File: src/rtl/module_buttons_switches_pkg.sv
// Shared constants for the button/switch input peripheral: register map
// addresses and the default debounce window.
package pkg_io_buttons;

  localparam int DEFAULT_DEBOUNCE_CYCLES = 100000;

  localparam logic [1:0] ADDR_SW        = 2'd0;
  localparam logic [1:0] ADDR_BTN_LEVEL = 2'd1;
  localparam logic [1:0] ADDR_BTN_PEND  = 2'd2;
  localparam logic [1:0] ADDR_IRQ_MASK  = 2'd3;

endpackage

File: src/rtl/module_buttons_switches_debouncer.sv
// Single-bit input conditioner: two-flop synchronizer followed by a
// counter that accepts a new level only after it has held long enough.
import pkg_io_buttons::*;

module module_debouncer #(
  parameter int DEBOUNCE_CYCLES = DEFAULT_DEBOUNCE_CYCLES
) (
  input  logic clk,
  input  logic rst,
  input  logic i_pin,
  output logic o_stable
);

  localparam int CNT_W = $clog2(DEBOUNCE_CYCLES);

  logic             r_sync1;
  logic             r_sync2;
  logic             r_stable;
  logic [CNT_W-1:0] r_count;

  // Any cycle where the synchronized pin agrees with the accepted level
  // restarts the count, so only an unbroken run can change the level.
  always_ff @(posedge clk) begin
    if (rst) begin
      r_sync1  <= 1'b0;
      r_sync2  <= 1'b0;
      r_stable <= 1'b0;
      r_count  <= '0;
    end else begin
      r_sync1 <= i_pin;
      r_sync2 <= r_sync1;
      if (r_sync2 == r_stable) begin
        r_count <= '0;
      end else if (r_count == CNT_W'(DEBOUNCE_CYCLES - 1)) begin
        r_stable <= r_sync2;
        r_count  <= '0;
      end else begin
        r_count <= r_count + CNT_W'(1);
      end
    end
  end

  assign o_stable = r_stable;

endmodule

File: src/rtl/module_buttons_switches.sv
// Memory-mapped read peripheral for board switches and push-buttons with
// sticky button-press flags and a maskable level interrupt.
import pkg_io_buttons::*;

module module_buttons_switches #(
  parameter int N_BTN           = 4,
  parameter int N_SW            = 16,
  parameter int DEBOUNCE_CYCLES = DEFAULT_DEBOUNCE_CYCLES
) (
  input  logic             clk,
  input  logic             rst,
  input  logic [N_BTN-1:0] btn_in,
  input  logic [N_SW-1:0]  sw_in,
  input  logic [1:0]       addr,
  input  logic             re_io,
  input  logic             we_io,
  input  logic [31:0]      wdata,
  output logic [31:0]      rdata,
  output logic             irq
);

  logic [N_BTN-1:0] w_stableBtn;
  logic [N_SW-1:0]  w_stableSw;
  logic [N_BTN-1:0] r_btnPrev;
  logic [N_BTN-1:0] w_btnRise;
  logic [N_BTN-1:0] r_pend;
  logic [N_BTN-1:0] r_mask;
  logic [N_BTN-1:0] w_pendClr;
  logic             w_readPend;
  logic             w_writePend;
  logic             w_writeMask;
  logic             w_unusedWdata;

  for (genvar i = 0; i < N_BTN; i++) begin : g_btn
    module_debouncer #(.DEBOUNCE_CYCLES(DEBOUNCE_CYCLES)) u_deb (
      .clk      (clk),
      .rst      (rst),
      .i_pin    (btn_in[i]),
      .o_stable (w_stableBtn[i])
    );
  end

  for (genvar i = 0; i < N_SW; i++) begin : g_sw
    module_debouncer #(.DEBOUNCE_CYCLES(DEBOUNCE_CYCLES)) u_deb (
      .clk      (clk),
      .rst      (rst),
      .i_pin    (sw_in[i]),
      .o_stable (w_stableSw[i])
    );
  end

  assign w_btnRise     = w_stableBtn & ~r_btnPrev;
  assign w_readPend    = re_io && (addr == ADDR_BTN_PEND);
  assign w_writePend   = we_io && (addr == ADDR_BTN_PEND);
  assign w_writeMask   = we_io && (addr == ADDR_IRQ_MASK);
  assign w_unusedWdata = ^wdata;

  always_comb begin
    w_pendClr = '0;
    if (w_readPend)  w_pendClr = '1;
    if (w_writePend) w_pendClr = w_pendClr | wdata[N_BTN-1:0];
  end

  // New rises are OR-ed in after the clear so a press is never lost to a
  // read or W1C that lands on the same edge.
  always_ff @(posedge clk) begin
    if (rst) begin
      r_btnPrev <= '0;
      r_pend    <= '0;
      r_mask    <= '0;
    end else begin
      r_btnPrev <= w_stableBtn;
      r_pend    <= (r_pend & ~w_pendClr) | w_btnRise;
      if (w_writeMask) r_mask <= wdata[N_BTN-1:0];
    end
  end

  always_comb begin
    rdata = '0;
    if (re_io) begin
      case (addr)
        ADDR_SW:        rdata = 32'(w_stableSw);
        ADDR_BTN_LEVEL: rdata = 32'(w_stableBtn);
        ADDR_BTN_PEND:  rdata = 32'(r_pend);
        ADDR_IRQ_MASK:  rdata = 32'(r_mask);
        default:        rdata = '0;
      endcase
    end
  end

  assign irq = |(r_pend & r_mask);

endmodule
File: config.mk
export PLATFORM = sky130hd
export DESIGN_NAME = module_buttons_switches
export DESIGN_NICKNAME = d
export VERILOG_FILES = /design/src/rtl/module_buttons_switches_pkg.sv /design/src/rtl/module_buttons_switches_debouncer.sv /design/src/rtl/module_buttons_switches.sv
export SDC_FILE = /design/constraint.sdc
export NUM_CORES = 1
export LEC_CHECK = 0
export BUFFER_PORTS_ARGS = -buffer_cell sky130_fd_sc_hd__buf_2
export CORE_MARGIN = 2
export CORE_UTILIZATION = 45
export CTS_CLUSTER_DIAMETER = 120
export DETAILED_ROUTE_END_ITERATION = 7
export GPL_TIMING_DRIVEN = 1
export HOLD_SLACK_MARGIN = 0.08
export PLACE_DENSITY = 0.66
export SYNTH_ARGS = -nofsm -noshare
export SYNTH_HDL_FRONTEND = slang
export SYNTH_SLANG_ARGS = --single-unit
File: constraint.sdc
create_clock -name clk -period 2.3 [get_ports clk]
set_input_delay 0.23 -clock clk [delete_from_list [all_inputs] [get_ports clk]]
set_output_delay 0.23 -clock clk [all_outputs]
set_load 0.005 [all_outputs]
* Word-level counts from Yosys, hierarchy flattened *
Cells that the tools add are included.

cells by class
  $add $sub $neg = 20
  eq/ne operators = 43
  mux-type cells = 4
  bitwise gates (word level) = 27
  reduce and logical (&&, ||, !) cells = 45

operators by type and width
  cell                                           number
  adder 17 x 1 -> 17 bit, second input constant  20
  == test 17 bit, second input constant          20
  case mux 32 bit (4 select lines)               1
  OR reduction 3 bit                             20
  AND reduction 2 bit                            20
  two-way mux 32 bit                             1
  == test 1 bit                                  20
  inverter 1 bit                                 20
  bitwise AND 4 bit                              3
  two-way mux 4 bit                              2
  inverter 4 bit                                 2
  OR 4 bit                                       2
  == test 2 bit, second input constant           2
  OR reduction 4 bit                             1
  logical AND 1 bit                              3
  == test 2 x 1 -> 1 bit, second input constant  1
  zero test 2 bit                                1

word-level totals
  bits in registers = 412
  input port bits = 58
  output and inout bits = 33

* Depth between registers and ports, before layout *
  depth after elaboration = 8
  gate-level depth with buffers = 8

* Hierarchy *
From an unflattened synthesis, not the netlist that was laid out.

second synthesis, totals
  cells, all modules = 1971
  area, all modules = 19576.3 µm²

by module, submodules not included
  module                                  times used  cells each  area an instance (µm²)
  module_debouncer at g_btn[0].u_deb ...  19          94          940.9
  module_debouncer at g_sw[9].u_deb       1           96          903.4
  module_buttons_switches                 1           89          795.8

* Worst setup path before layout *
No wires, ideal clock.

  path kind = register to register
  start = reg g_btn[1].u_deb.r_count[0]
  end = reg g_btn[1].u_deb.r_count[10]
  library setup time = 0.117 ns
  data arrival time = 1.826 ns
  required time = 2.183 ns
  setup slack = 0.356 ns
  cell stages (with the launch flop) = 8
  period minus slack after synthesis = 1.944 ns
  cells stage by stage = dfxtp_1 ha_1 buf_2 nand2_1 or4_1 o21bai_1 buf_2 nor2_1

on the way
  word-level cells in the longest chain between the ends = 2

RTL lines
  what                                                            RTL line                                 RTL
  from (decl)                                                     module_buttons_switches_debouncer.sv:19  logic [CNT_W-1:0] r_count;
  from (signal assigned)                                          module_buttons_switches_debouncer.sv:38  r_count <= r_count + CNT_W'(1);
  branches (longest 2 deep; another with adder 17 x 1 -> 17 bit)  -

Several ways; the timed one is not identified.
A chain may end at the register's enable or synchronous reset.

* Worst setup path in the final report *
  start = reg g_sw[1].u_deb.r_stable
  end = out rdata[1]

on the way
  word-level cells in the longest chain between the ends = 2

RTL lines
  what                              RTL line                                 RTL
  from (decl)                       module_buttons_switches_debouncer.sv:18  logic r_stable;
  from (signal assigned)            module_buttons_switches_debouncer.sv:35  r_stable <= r_sync2;
  case mux 32 bit (4 select lines)  module_buttons_switches.sv:81            case (addr)
  two-way mux 32 bit                module_buttons_switches.sv:80            if (re_io) begin
  to (decl)                         module_buttons_switches.sv:18            output logic [31:0] rdata,

No other way between the ends. The select of a mux whose other input is x is not followed.

==> results.py <==
metrics = {
    "run_status": {
        "outcome": "finished, final reports clean",
    },
    "routing": {
        "antenna_left": 0,
        "wl_mm": 33.3,
        "viasPerCell": 5.21,
        "drt-initial-drc-count": 576,
        "wl_per_cell_um": 12.6,
        "first_pass_iters": 5,
        "vias": 13800,
        "drc": 0,
    },
    "global_route": {
        "grt_remaining_overflow": 0,
        "grt_max_degree": 49,
        "grt_pass1_wl_mm": 58.6,
        "grt_use_total_pct": 16.4,
        "first_global_vias": 13100,
        "antenna_found_initial": 1,
    },
    "critical_path": {
        "cp-start-kind": "flip-flop",
        "critical_path_arrival_ns": 1.74,
        "endpoint_kind": "primary output",
        "worst-path-max-fanout": 3,
        "crit_type": "reg -> out",
        "crit_required_ns": 2.07,
    },
    "floorplan": {
        "die_h_um": 204,
        "start_util_pct": 45.5,
        "core_area_um2": 39600,
        "pin_count": 91,
        "die_w_um": 204,
        "rows": 73,
        "die-area_um2": 41700,
    },
    "synth": {
        "synthTopCellsByArea": "dfxtp_1, xnor2_1, nor2_1",
        "seq_area_frac_synth_pct": 45.7,
        "syn_area_um2": 18000,
        "async_reset_ff_share_pct": 0,
        "synthTopCellsByCount": "dfxtp_1, nor2_1, xnor2_1",
        "yosysMostFrequentCell": "dfxtp_1",
        "synth_edf_count": 0,
        "synth_warnings": 0,
        "synth_top_area_share_pct": 45.7,
        "synthCells": 2012,
        "yosys.cell_types.count": 58,
        "synth_top_cell_by_area": "dfxtp_1",
        "avgSynthCellArea_um2": 8.96,
        "ys.flop_type": "dfxtp_1",
        "synth_seq_cells": 412,
    },
    "timing": {
        "setup_tns_ns": 0,
        "maxSlewHeadroom_pct": 60.2,
        "fin_skew_ns": 0.0172,
        "fmax_mhz": 507,
        "fin_crit_ns": 1.97,
        "slew_viol_final": 0,
        "setup_viol": 0,
        "finalHoldViolCount": 0,
        "tightest_slew_ns": 0.597,
        "fin_hold_ws_ns": 0.151,
        "period_share_pct": 85.8,
        "rsz0062_at_grt": "no",
    },
    "power": {
        "power_density_nw_per_um2": 725,
        "power_leakage_nw": 6.49,
        "ir_worst_vdd_mv": 0.614,
        "total_power_mw": 14.9,
    },
    "finish": {
        "instances_no_fill": 2652,
        "n_antenna_cell": 0,
        "area_delta_synth_final_pct": 13.9,
        "drive_above_1_share_pct": 8.13,
        "final_nets": 2168,
    },
    "placed_design": {
        "dpl.hpwl_mm": 22.4,
        "placed_cells": 2544,
        "place.gp.congestion": 0.805,
        "io_buffers": 46,
    },
    "cts": {
        "numCtsBuffers": 45,
        "clock_path_buffers": 3,
        "cts.sinks": 412,
        "htreeDepth": 2,
        "post_cts_resized": 0,
        "clockRootBuffer": "clkbuf_16",
        "cts_tree": "yes",
        "clock_latency_ns": 0.58,
        "path_clk_slew_ns": 0.06,
    },
    "min_path": {
        "worstHoldPathType": "in -> reg",
    },
    "job": {
        "drv_cap": 0,
    },
}
-- power by group --
| part | switching, mW | total, mW | leakage (nW) | internal [mW] |
|---|---|---|---|---|
| Clock | 2.91 | 7.44 | 0.773 | 4.53 |
| Sequential | 0.0277 | 7.21 | 3.33 | 7.18 |
| Combinational | 0.131 | 0.237 | 2.39 | 0.106 |
| Total | 3.07 | 14.9 | 6.49 | 11.8 |
-- worst max-delay path, stage by stage (launching register included) --
cell     delay (ns)
dfxtp_1        0.36
mux4_2         0.50
and2_1         0.18
buf_2          0.13
-- placed cells by master, fill, tap and decap left out, types with 45 or more instances in the layout --
cell,Yosys,layout
dfxtp_1,412,412
nor2_1,352,352
xnor2_1,180,180
nand3_1,139,139
xor2_1,109,109
nand4_1,98,98
nand2_1,80,80
nor4_1,73,73
inv_1,59,59
nor3_1,52,52
clkbuf_16,0,46
buf_2,7,45
-- per-stage QoR --
stage / util (%) / setup WS, ns / area (um^2)
CTS: 51.8 / 0.281 / 20500
global placement: 47.3 / 0.425 / 18800
floorplan: - / 0.356 / 18100
finish: 51.8 / 0.327 / 20500
global route: 51.8 / 0.112 / 20500
detailed placement: 47.3 / 0.364 / 18800
-- registers in the layout (all words and copies together) (netlist names) --
name	cells
g_btn.u_deb.r_sync2	4
g_sw.u_deb.o_stable	16
g_sw.u_deb.r_sync2	16
g_btn.u_deb.r_sync1	4
r_pend	4
r_btnPrev	4
g_sw.u_deb.r_count	272
g_sw.u_deb.r_sync1	16
g_btn.u_deb.o_stable	4
g_btn.u_deb.r_count	68
r_mask	4
-- cell type report --
class,count,area [um^2]
Clock buffer,59,1250
Fill cell,3698,19100
Multi-Input combinational cell,1480,9230
Clock inverter,25,307
Inverter,59,221
Timing Repair Buffer,92,638
Sequential cell,412,8250
Tap cell,525,657
-- what timing repair did --
action / 4_1_cts / 5_1_grt
hold endpoints to repair: 28 / 0
buffers inserted: 0 / 0
hold buffers: 24 / 0
-- layer usage --
| layer | share of wire (%) | global-route usage [%] | wire length, um | up-vias |
|---|---|---|---|---|
| met4 | 2.9 | 6.55 | 959 | 0 |
| met3 | 3.6 | 2.92 | 1200 | 56 |
| li1 | - | - | - | 7141 |
| met1 | 48 | 21.0 | 15900 | 6436 |
| met5 | 0 | 0 | 0 | - |
| met2 | 46 | 27.2 | 15200 | 173 |
-- logic make-up after synthesis --
kind of cell	count (synthesis)	share of synthesized area, %
DFF	412	45.7
buffers and inverters	135	3.46
other	1	0.0208
adders and majority gates	20	1.39
muxes	25	1.67
and+or+nand+nor	1045	30.7
xor gates and xnor gates	289	14.0
AOI/OAI and AO/OA	85	2.98
-- final timing paths --
check | startpoint | endpoint | slack [ns] | cells after the start
worst max-delay path | g_sw[1].u_deb.o_stable | rdata[1] | 0.33 | 3
worst min-delay path | rst | g_sw[0].u_deb.o_stable | 0.15 | 2
worst min register to register | r_btnPrev[0] | r_pend[0] | 0.42 | 1
worst max register to register | g_sw[15].u_deb.r_count[0] | g_sw[15].u_deb.r_count[3] | 0.39 | 5
(Power assumes the default switching activity.)
